`config.mk`:
```
export PLATFORM = sky130hd
export DESIGN_NAME = ripple_count_monitor_flat
export DESIGN_NICKNAME = d
export VERILOG_FILES = /design/src/rtl/ripple_mon_pkg.sv /design/src/rtl/ripple_count_monitor_if.sv /design/src/rtl/ripple_count_monitor_sync_chain.sv /design/src/rtl/ripple_count_monitor.sv /design/src/flat_wrapper.sv
export SDC_FILE = /design/constraint.sdc
export NUM_CORES = 1
export LEC_CHECK = 0
export CORE_MARGIN = 1.5
export CORE_UTILIZATION = 43
export CTS_CLUSTER_SIZE = 28
export DETAILED_ROUTE_END_ITERATION = 12
export GPL_TIMING_DRIVEN = 0
export PLACE_DENSITY_LB_ADDON = 0.2
export SKIP_LAST_GASP = 1
export SLEW_MARGIN = 20
export SYNTH_ARGS = -nofsm -noshare
export SYNTH_HDL_FRONTEND = slang
export SYNTH_SLANG_ARGS = --single-unit
```
`constraint.sdc`:
```
create_clock -name clk -period 1.87 [get_ports clk]
set_clock_uncertainty 0.2 [all_clocks]
set_input_delay 0.374 -clock clk [delete_from_list [all_inputs] [get_ports clk]]
set_output_delay 0.374 -clock clk [all_outputs]
set_load 0.03 [all_outputs]
```
`src/rtl/ripple_mon_pkg.sv`:
```
// ============================================================================
//  Module   : ripple_mon_pkg
//  Purpose  : Shared types and constants for the ripple counter monitor.
//             Holds the FSM state encoding and the minimum synchronizer
//             depth.
//  Ports    : none (package)
//  Revision : 1.0 - initial release
// ============================================================================
`default_nettype none

package ripple_mon_pkg;

  typedef enum logic [1:0] {
    ST_IDLE  = 2'd0,
    ST_ARMED = 2'd1,
    ST_HIT   = 2'd2
  } state_t;

  // Fewer than two flops does not give metastability protection.
  localparam int SYNC_STAGES_MIN = 2;

endpackage

`default_nettype wire

```
`src/rtl/ripple_count_monitor_if.sv`:
```
// ============================================================================
//  Module   : ripple_count_monitor_if
//  Purpose  : Groups the monitor's data and control signals.
//             master drives count/target/arm/clear; slave (the monitor)
//             drives the filtered count, status and wrap counter.
//  Ports    : none (interface); parameters WIDTH, WRAP_CNT_W
//  Revision : 1.0 - initial release
// ============================================================================
`default_nettype none

interface ripple_count_monitor_if #(
  parameter int WIDTH      = 4,
  parameter int WRAP_CNT_W = 8
);

  logic [WIDTH-1:0]      count_in;
  logic [WIDTH-1:0]      target;
  logic                  arm;
  logic                  clear;
  logic [WIDTH-1:0]      stable_cnt;
  logic                  valid;
  logic                  match_pulse;
  logic                  hit;
  logic                  busy;
  logic [WRAP_CNT_W-1:0] wrap_cnt;

  modport master (
    output count_in, target, arm, clear,
    input  stable_cnt, valid, match_pulse, hit, busy, wrap_cnt
  );

  modport slave (
    input  count_in, target, arm, clear,
    output stable_cnt, valid, match_pulse, hit, busy, wrap_cnt
  );

endinterface

`default_nettype wire

```
`src/rtl/ripple_count_monitor_sync_chain.sv`:
```
// ============================================================================
//  Module   : sync_chain
//  Purpose  : WIDTH-bit wide, STAGES-deep flop chain bringing an
//             asynchronous bus into the clk domain (all bits in parallel).
//  Ports    : clk  - system clock
//             rst  - asynchronous active-high reset, clears every stage
//             d_i  - asynchronous input bus
//             q_o  - output of the last stage
//  Revision : 1.0 - initial release
// ============================================================================
`default_nettype none

module sync_chain #(
  parameter int WIDTH  = 4,
  parameter int STAGES = 2
) (
  input  logic             clk,
  input  logic             rst,
  input  logic [WIDTH-1:0] d_i,
  output logic [WIDTH-1:0] q_o
);

  logic [WIDTH-1:0] stage_q [STAGES];

  always_ff @(posedge clk or posedge rst) begin
    if (rst) begin
      for (int i = 0; i < STAGES; i++) begin
        stage_q[i] <= '0;
      end
    end else begin
      stage_q[0] <= d_i;
      for (int i = 1; i < STAGES; i++) begin
        stage_q[i] <= stage_q[i-1];
      end
    end
  end

  assign q_o = stage_q[STAGES-1];

endmodule

`default_nettype wire

```
`src/rtl/ripple_count_monitor.sv`:
```
// ============================================================================
//  Module   : ripple_count_monitor
//  Purpose  : Resamples a ripple counter, accepts only values seen equal on
//             two consecutive synchronized samples, flags a programmable
//             target through an IDLE/ARMED/HIT FSM and optionally counts
//             all-ones -> zero wrap-arounds.
//  Ports    : clk  - system clock
//             rst  - asynchronous active-high reset
//             bus  - ripple_count_monitor_if.slave
//                    (count_in, target, arm, clear in;
//                     stable_cnt, valid, match_pulse, hit, busy, wrap_cnt out)
//  Config   : RIPPLE_MON_WRAP_CNT_EN - when defined, builds the saturating
//             wrap counter; otherwise wrap_cnt is tied to zero.
//  Revision : 1.0 - initial release
// ============================================================================
`default_nettype none

module ripple_count_monitor
  import ripple_mon_pkg::*;
#(
  parameter int WIDTH       = 4,
  parameter int SYNC_STAGES = 2,
  parameter int WRAP_CNT_W  = 8
) (
  input  logic                   clk,
  input  logic                   rst,
  ripple_count_monitor_if.slave  bus
);

  // Depth is clamped so a too-small parameter still yields a real synchronizer.
  localparam int STAGES   = (SYNC_STAGES < SYNC_STAGES_MIN) ? SYNC_STAGES_MIN : SYNC_STAGES;
  // Samples needed before s_cnt and s_prev both hold post-reset input data.
  localparam int FILL_MAX = STAGES + 1;
  localparam int FILL_W   = $clog2(FILL_MAX + 1);

  logic [WIDTH-1:0]  s_cnt;
  logic [WIDTH-1:0]  s_prev_q;
  logic [WIDTH-1:0]  stable_q;
  logic [WIDTH-1:0]  tgt_q;
  logic [FILL_W-1:0] fill_q;
  logic              valid_q;
  logic              match_pulse_q;
  logic              hit_q;
  logic              busy_q;
  state_t            state_q;

  logic              primed;
  logic              accept;
  logic              is_match;

  sync_chain #(
    .WIDTH  (WIDTH),
    .STAGES (STAGES)
  ) u_sync (
    .clk (clk),
    .rst (rst),
    .d_i (bus.count_in),
    .q_o (s_cnt)
  );

  // The zeros flushed out of the reset pipeline must not be mistaken for a
  // stable pair, so the filter only looks at pairs once the chain has filled.
  assign primed   = (fill_q == FILL_W'(FILL_MAX));
  assign accept   = primed && (s_cnt == s_prev_q) && (!valid_q || (s_cnt != stable_q));
  assign is_match = accept && (s_cnt == tgt_q);

  // Glitch filter
  always_ff @(posedge clk or posedge rst) begin
    if (rst) begin
      fill_q   <= '0;
      s_prev_q <= '0;
      stable_q <= '0;
      valid_q  <= 1'b0;
    end else begin
      s_prev_q <= s_cnt;
      if (!primed) begin
        fill_q <= fill_q + FILL_W'(1);
      end
      if (accept) begin
        stable_q <= s_cnt;
        valid_q  <= 1'b1;
      end
    end
  end

  // Arm/hit FSM; clear always wins over arm and over a match.
  always_ff @(posedge clk or posedge rst) begin
    if (rst) begin
      state_q       <= ST_IDLE;
      tgt_q         <= '0;
      match_pulse_q <= 1'b0;
      hit_q         <= 1'b0;
      busy_q        <= 1'b0;
    end else begin
      match_pulse_q <= 1'b0;
      case (state_q)
        ST_IDLE: begin
          if (bus.arm) begin
            tgt_q <= bus.target;
          end
          if (bus.arm && !bus.clear) begin
            state_q <= ST_ARMED;
            busy_q  <= 1'b1;
          end
        end
        ST_ARMED: begin
          if (bus.clear) begin
            state_q <= ST_IDLE;
            busy_q  <= 1'b0;
          end else if (is_match) begin
            state_q       <= ST_HIT;
            busy_q        <= 1'b0;
            hit_q         <= 1'b1;
            match_pulse_q <= 1'b1;
          end
        end
        ST_HIT: begin
          if (bus.clear) begin
            state_q <= ST_IDLE;
            hit_q   <= 1'b0;
          end
        end
        default: begin
          state_q <= ST_IDLE;
          hit_q   <= 1'b0;
          busy_q  <= 1'b0;
        end
      endcase
    end
  end

`ifdef RIPPLE_MON_WRAP_CNT_EN
  logic [WRAP_CNT_W-1:0] wrap_q;
  logic [WRAP_CNT_W-1:0] wrap_d;

  // Only a direct all-ones -> zero step counts; skipped values do not.
  always_comb begin
    wrap_d = wrap_q;
    if (accept && (stable_q == '1) && (s_cnt == '0) && (wrap_q != '1)) begin
      wrap_d = wrap_q + WRAP_CNT_W'(1);
    end
  end

  always_ff @(posedge clk or posedge rst) begin
    if (rst) begin
      wrap_q <= '0;
    end else begin
      wrap_q <= wrap_d;
    end
  end

  assign bus.wrap_cnt = wrap_q;
`else
  assign bus.wrap_cnt = '0;
`endif

  assign bus.stable_cnt  = stable_q;
  assign bus.valid       = valid_q;
  assign bus.match_pulse = match_pulse_q;
  assign bus.hit         = hit_q;
  assign bus.busy        = busy_q;

endmodule

`default_nettype wire

```
`src/flat_wrapper.sv`:
```
// flat-port wrapper written by rule: the top's interface ports become plain ports
module ripple_count_monitor_flat import ripple_mon_pkg::*;
#(
  parameter int WIDTH       = 4,
  parameter int SYNC_STAGES = 2,
  parameter int WRAP_CNT_W  = 8
)
  (clk, rst, bus_count_in, bus_target, bus_arm, bus_clear, bus_stable_cnt, bus_valid, bus_match_pulse, bus_hit, bus_busy, bus_wrap_cnt);
  ripple_count_monitor_if #(.WIDTH(WIDTH), .WRAP_CNT_W(WRAP_CNT_W)) bus_i ();
  input  logic clk;
  input  logic rst;
  input wire logic [$bits(bus_i.count_in)-1:0] bus_count_in;
  input wire logic [$bits(bus_i.target)-1:0] bus_target;
  input wire logic [$bits(bus_i.arm)-1:0] bus_arm;
  input wire logic [$bits(bus_i.clear)-1:0] bus_clear;
  output wire logic [$bits(bus_i.stable_cnt)-1:0] bus_stable_cnt;
  output wire logic [$bits(bus_i.valid)-1:0] bus_valid;
  output wire logic [$bits(bus_i.match_pulse)-1:0] bus_match_pulse;
  output wire logic [$bits(bus_i.hit)-1:0] bus_hit;
  output wire logic [$bits(bus_i.busy)-1:0] bus_busy;
  output wire logic [$bits(bus_i.wrap_cnt)-1:0] bus_wrap_cnt;
  assign bus_i.count_in = bus_count_in;
  assign bus_i.target = bus_target;
  assign bus_i.arm = bus_arm;
  assign bus_i.clear = bus_clear;
  assign bus_stable_cnt = bus_i.stable_cnt;
  assign bus_valid = bus_i.valid;
  assign bus_match_pulse = bus_i.match_pulse;
  assign bus_hit = bus_i.hit;
  assign bus_busy = bus_i.busy;
  assign bus_wrap_cnt = bus_i.wrap_cnt;
  ripple_count_monitor #(.WIDTH(WIDTH), .SYNC_STAGES(SYNC_STAGES), .WRAP_CNT_W(WRAP_CNT_W)) u_core (.clk(clk), .rst(rst), .bus(bus_i));
endmodule
```
Word level (Yosys, flattened, before mapping)

Cells that the tools add are included.

Flip-flop bits (word level): 28
Word-level logic and storage cells: 53

Add/subtract/negate cells: 1
Eq/ne operators: 11
Mux-type cells: 16
Bitwise operators: 2
Reductions and logical operators: 12

Operators by type and width:

| operator                                            | count |
|---|---|
| 2-to-1 mux 1 bit                                    | 9 |
| equality test 4 bit                                 | 2 |
| 2-to-1 mux 2 bit                                    | 4 |
| one-hot mux 1 bit (3 select lines)                  | 2 |
| one-hot mux 2 bit (3 select lines)                  | 1 |
| AND reduction 3 bit                                 | 2 |
| equality test 2 bit, second input constant          | 2 |
| logical AND 1 bit                                   | 4 |
| != test 2 x 1 -> 1 bit, second input constant       | 2 |
| != test 2 bit, second input constant                | 2 |
| != test 4 bit                                       | 1 |
| AND reduction 4 bit                                 | 1 |
| != test 3 x 2 -> 1 bit, second input constant       | 1 |
| adder 2 x 1 -> 2 bit, second input constant         | 1 |
| equality test 2 x 1 -> 1 bit, second input constant | 1 |
| logical NOT 1 bit                                   | 2 |
| logical NOT 2 bit                                   | 1 |
| inverter 1 bit                                      | 2 |
| AND reduction 2 bit                                 | 1 |
| logical OR 1 bit                                    | 1 |

Longest topological paths before layout

Depth after elaboration: 7
Gate-level depth with buffers: 6

Cells and area by module

A second synthesis with hierarchy kept.

Cell total of the unflattened synthesis: 98
Area total of the unflattened synthesis: 1202.4 µm²

Modules (own cells, without submodules):

| module               | instances | cells an instance | area an instance (µm²) |
|---|---|---|---|
| ripple_count_monitor | 1         | 85                | 968.4 |
| sync_chain           | 1         | 13                | 234.0 |

Least setup slack after synthesis

OpenSTA, ideal clock, no wires.

Kind: register to register
From: register u_core.fill_q[0]
To: register u_core.state_q[1]
Library setup time: 0.101 ns
Arrival time: 1.642 ns
Required time: 1.569 ns
Path slack: -0.073 ns
Stages on the path, launching flop included: 7
Path buffers: 1
Clock period less this slack: 1.943 ns
Path through: dfrtp_1 -> ha_1 -> o2111ai_1 -> or4_1 -> buf_2 -> or2_1 -> o32ai_1

Word-level cells in the longest chain between the ends: 6

Ends and longest elaborated chain:

| what                                    | RTL line                    | source |
|---|---|---|
| start: declaration                      | ripple_count_monitor.sv:40  | `logic [FILL_W-1:0] fill_q;` |
| start signal: assignment                | ripple_count_monitor.sv:77  | `fill_q <= fill_q + FILL_W'(1);` |
| equality test 2 bit                     | ripple_count_monitor.sv:63  | `assign primed = (fill_q == FILL_W'(FILL_MAX));` |
| logical AND 1 bit (2 in a row)          | ripple_count_monitor.sv:64  | `assign accept = primed && (s_cnt == s_prev_q) && (!valid_q \|\| (s_cnt != stable_q));` |
| logical AND 1 bit                       | ripple_count_monitor.sv:65  | `assign is_match = accept && (s_cnt == tgt_q);` |
| != test 3 x 2 -> 1 bit (no source line) | --                          |  |
| AND reduction 3 bit (no source line)    | --                          |  |
| end signal: assignment                  | ripple_count_monitor.sv:89  | `state_q <= ST_IDLE;` |
| end signal: assignment                  | ripple_count_monitor.sv:102 | `state_q <= ST_ARMED;` |
| end signal: assignment                  | ripple_count_monitor.sv:108 | `state_q <= ST_IDLE;` |
| end: declaration                        | ripple_count_monitor.sv:45  | `state_t state_q;` |

Every way passes these cells.
A chain may end at the register's enable or synchronous reset.

Worst setup path in the final report

From: register u_core.fill_q[1]
To: register u_core.match_pulse_q (netlist: u_core.bus.match_pulse)

Word-level cells in the longest chain between the ends: 7

Ends and longest elaborated chain:

| what                           | RTL line                    | source |
|---|---|---|
| equality test 2 bit            | ripple_count_monitor.sv:63  |  |
| logical AND 1 bit (2 in a row) | ripple_count_monitor.sv:64  |  |
| logical AND 1 bit              | ripple_count_monitor.sv:65  |  |
| 2-to-1 mux 1 bit               | ripple_count_monitor.sv:110 | `end else if (is_match) begin` |
| 2-to-1 mux 1 bit               | ripple_count_monitor.sv:107 | `if (bus.clear) begin` |
| 2-to-1 mux 1 bit               | ripple_count_monitor.sv:96  | `case (state_q)` |
| end signal: assignment         | ripple_count_monitor.sv:91  | `match_pulse_q <= 1'b0;` |
| end signal: assignment         | ripple_count_monitor.sv:95  | `match_pulse_q <= 1'b0;` |
| end signal: assignment         | ripple_count_monitor.sv:114 | `match_pulse_q <= 1'b1;` |
| end: declaration               | ripple_count_monitor.sv:42  | `logic match_pulse_q;` |

Every way passes these cells.

==> impl_results.rst <==
.. list-table::
   :header-rows: 1

   * - Metric
     - Value
   * - Final setup violating endpoints
     - 3
   * - Depth of the worst register-to-register path
     - 5
   * - Sequential cell area
     - 704 µm²
   * - Share of the synthesized area in compound gates (AO/OA/AOI/OAI)
     - 0.0503
   * - CP startpoint kind
     - flop
   * - XOR/XNOR share of the synthesized area
     - 0.0765
   * - Antenna violations before repair
     - 0
   * - Warnings, synthesis
     - 0
   * - P&R area growth vs syn
     - 34.2%
   * - Critical path capture point type
     - flop
   * - Post-route core utilization
     - 0.615
   * - Clock Latency Late Sink
     - 0.32 ns
   * - Number of vias in the routed layout
     - 724
   * - Highest achievable clock rate
     - 528 MHz
   * - Number of maximum-capacitance violations
     - 0
   * - Count of cell types in the netlist
     - 29
   * - Overflow after GRT
     - 0
   * - CTS tree
     - done
   * - Fin area
     - 0.00154 mm²
   * - Fraction of final layout cells sized beyond drive strength 1
     - 0.328
   * - Global-route wire length before repair
     - 2990 µm
   * - Port Buffers
     - 19
   * - Total power divided by cell area
     - 934 mW/mm²
   * - Final worst setup slack
     - -0.0226 ns
   * - Simple-gate area share of the yosys netlist
     - 0.0885
   * - Type of the worst setup path
     - flop to flop
   * - Commonest cells after routing, fill and taps aside
     - sky130_fd_sc_hd__dfrtp_1 (25), sky130_fd_sc_hd__buf_4 (13), sky130_fd_sc_hd__clkdlybuf4s50_1 (11), sky130_fd_sc_hd__mux2_2 (9)
   * - Failing checks
     - setup timing
   * - Post-layout minimum cycle time
     - 1.89 ns
   * - GRT Resource Usage Total
     - 0.146
   * - Number of slew-limit violations in the final report
     - 0
   * - Via count of the first global-routing pass
     - 694
   * - Worst-path fanout max
     - 7
   * - DRC violation total after the first TritonRoute iteration
     - 4
   * - Seq/Total Area, Yosys
     - 0.612
   * - Detailed-route vias per instance
     - 4.76
   * - Final net count
     - 136
   * - Cell count after synthesis
     - 88
   * - FP Rows
     - 18
   * - Number of buffers created by CTS
     - 3
   * - Largest net degree at the start of global routing
     - 29
   * - Leakage component of the power
     - 0.000682 µW
   * - Sink Count
     - 28
   * - Portion of the clock cycle consumed by the worst path in the final layout
     - 1.01
   * - Syn Std Cell Area
     - 0.00114 mm²
   * - Unrepaired setup endpoints after global routing
     - true
   * - Reg-to-reg endpoint
     - u_core.bus.match_pulse
   * - Half-perimeter wire length of the detailed placement result
     - 1300 µm
   * - Chip width
     - 54.6 µm
   * - Detailed-routing iteration count for the pre-antenna-repair pass
     - 2
   * - Fillers
     - 202
   * - Required time of the worst setup path
     - 1.94 ns
   * - Routed len/inst
     - 11.7 µm
   * - Worst Tran Pin Value
     - 0.946 ns
   * - Reg-to-reg slack, setup
     - -0.02 ns
   * - Residual DRC count
     - 0
   * - Area of the die
     - 0.00298 mm²
   * - Multiplexer fraction of the synthesized cell area
     - 0.0885
   * - Initial Utilization
     - 0.458
   * - Number of synthesized register bits
     - 28
   * - Normalized max-slew margin
     - 0.365
   * - Total area of multi-input combinational cells
     - 449 µm²
   * - CTS clk-pin slew, worst paths
     - 0.14 ns
   * - Arithmetic-cell share of the synthesized area counting full adders, half adders and majority gates
     - 0.0109
   * - Total length of routed wires
     - 1790 µm
   * - Placeable core region
     - 0.00250 mm²
   * - Status
     - finished, violations left
   * - CTS Root Buffer Type
     - sky130_fd_sc_hd__clkbuf_4
   * - DP Worst Slack
     - -0.243 ns
   * - Maximum clock path buffer count
     - 2
   * - Capture point of the critical path
     - u_core.bus.match_pulse
   * - Htree depth
     - 1
   * - Post-placement cell area
     - 0.00141 mm²
   * - Total I/O pin count
     - 28
   * - Final antenna diode count
     - 0
   * - Mean area per synthesized cell
     - 13.0 µm²
   * - Overall power after layout
     - 1440 µW
   * - Most common library cell in the layout ignoring fill and taps
     - sky130_fd_sc_hd__dfrtp_1
   * - Main combinational cell family by area after synthesis
     - simple AND/OR/NAND/NOR gates
   * - Final RePlAce weighted congestion
     - 0.711
   * - Height of the die
     - 54.6 µm
   * - Final ANT Viol Nets
     - 0
   * - Fin. Hold Viols
     - 0
   * - Arrival time at the worst endpoint
     - 1.96 ns
   * - Worst min-delay path category
     - flop to flop
   * - Max rail drop VDD
     - 714 µV
   * - Start of the worst register-to-register path
     - u_core.fill_q[1]
   * - Critical Path Start
     - u_core.fill_q[1]
==> flip-flops by register name (all words and copies together), names as in the netlist <==
| signal | flops |
|---|---|
| u_core.bus.stable_cnt | 4 |
| u_core.tgt_q | 4 |
| u_core.bus.busy | 1 |
| u_core.state_q | 2 |
| u_core.bus.match_pulse | 1 |
| u_core.u_sync.q_o | 4 |
| u_core.u_sync.stage_q | 4 |
| u_core.fill_q | 2 |
| u_core.bus.valid | 1 |
| u_core.bus.hit | 1 |
| u_core.s_prev_q | 4 |
==> per-layer routing <==
layer  vias up  track usage  part of all wire
met5         -            0                 0
met4         0       0.0875             0.020
met3         4       0.0355             0.059
met2        25        0.244              0.51
met1       349        0.168              0.42
li1        346            -                 -
==> cells by family (layout without fill, tap and decap cells) <==
kind of cell	Yosys count	after routing
adder cells (fa/ha/maj)	1	1
flip-flops	28	28
AND/OR/NAND/NOR	17	17
other	1	8
multiplexers	9	9
XOR/XNOR	10	10
buffers and inverters	13	40
AO/OA/AOI/OAI	9	9
==> final cells by class <==
class | count | share of cell area
well taps | 30 | 0.0244
clock buffers | 3 | 0.0147
plain buffers | 8 | 0.0391
repair buffers | 24 | 0.142
clock inverters | 1 | 0.0195
flip-flops and latches | 28 | 0.458
multi-input cells | 54 | 0.292
inverters | 4 | 0.00977
==> worst min path at each step <==
| stage | startpoint | endpoint | slack [ns] | depth (start not counted) |
|---|---|---|---|---|
| 3_5_place_dp | u_core.u_sync.stage_q[4] | u_core.u_sync.q_o[0] | 0.13 | 0 |
| 5_1_grt | u_core.u_sync.stage_q[4] | u_core.u_sync.q_o[0] | 0.18 | 0 |
| 3_3_place_gp | u_core.u_sync.stage_q[7] | u_core.u_sync.q_o[3] | 0.13 | 0 |
| 6_report | u_core.u_sync.stage_q[7] | u_core.u_sync.q_o[3] | 0.16 | 0 |
| 4_1_cts | u_core.u_sync.stage_q[4] | u_core.u_sync.q_o[0] | 0.17 | 0 |
| 2_1_floorplan | u_core.u_sync.stage_q[4] | u_core.u_sync.q_o[0] | 0.13 | 0 |
==> cells in the mapped netlist, drive strengths merged <==
cell type	number	area share
mux2	9	0.089
a22o	1	0.0077
and3	1	0.0055
nor4	1	0.0055
o2111ai	1	0.0077
xor2	4	0.031
xnor2	6	0.046
or2	2	0.011
nor3	1	0.0087
buf	9	0.057
ha	1	0.011
nor2b	1	0.0055
nand2b	2	0.011
nor2	2	0.0066
nor3b	1	0.0066
o32ai	1	0.0077
inv	4	0.013
a21oi	2	0.0087
conb	1	0.0033
nand4	1	0.0055
or4	1	0.0066
nand2	3	0.0098
o21ai	3	0.013
dfrtp	28	0.61
or2b	1	0.0066
o22ai	1	0.0055
==> stage by stage <==
stage / hold WS [ns] / setup TNS, ns / cells
final: 0.164 / -0.0509 / 152
after global routing: 0.178 / -0.672 / 152
after CTS: 0.168 / -0.419 / 153
after detailed placement: 0.135 / -2.19 / 144
after global placement: 0.132 / -1.67 / 144
after floorplan: 0.131 / -0.128 / 95
==> worst max-delay path: stages (launching register included) <==
cell and delay [ns]:
sky130_fd_sc_hd__dfrtp_1 0.42, sky130_fd_sc_hd__ha_4 0.16, sky130_fd_sc_hd__o2111ai_2 0.09, sky130_fd_sc_hd__or4_4 0.59
sky130_fd_sc_hd__nor3_4 0.20, sky130_fd_sc_hd__and3_1 0.19
==> what timing repair did <==
| item | in CTS | in global routing |
|---|---|---|
| hold endpoints to repair | 0 | 0 |
| gates cloned | 0 | 0 |
| resized for setup | 14 | 6 |
| endpoints found under the setup margin | 17 | 9 |
| buffers inserted | 5 | 0 |
| pin swaps | 2 | 2 |
| hold buffers | 0 | 0 |
==> power breakdown <==
group / leakage, µW / total, µW / switching [µW] / internal [µW]
Clock: 0.0000279 / 384 / 168 / 217
Sequential: 0.000323 / 719 / 50.7 / 668
Combinational: 0.000331 / 332 / 183 / 149
Total: 0.000682 / 1440 / 401 / 1030
Power figures use the tool's default switching activity.
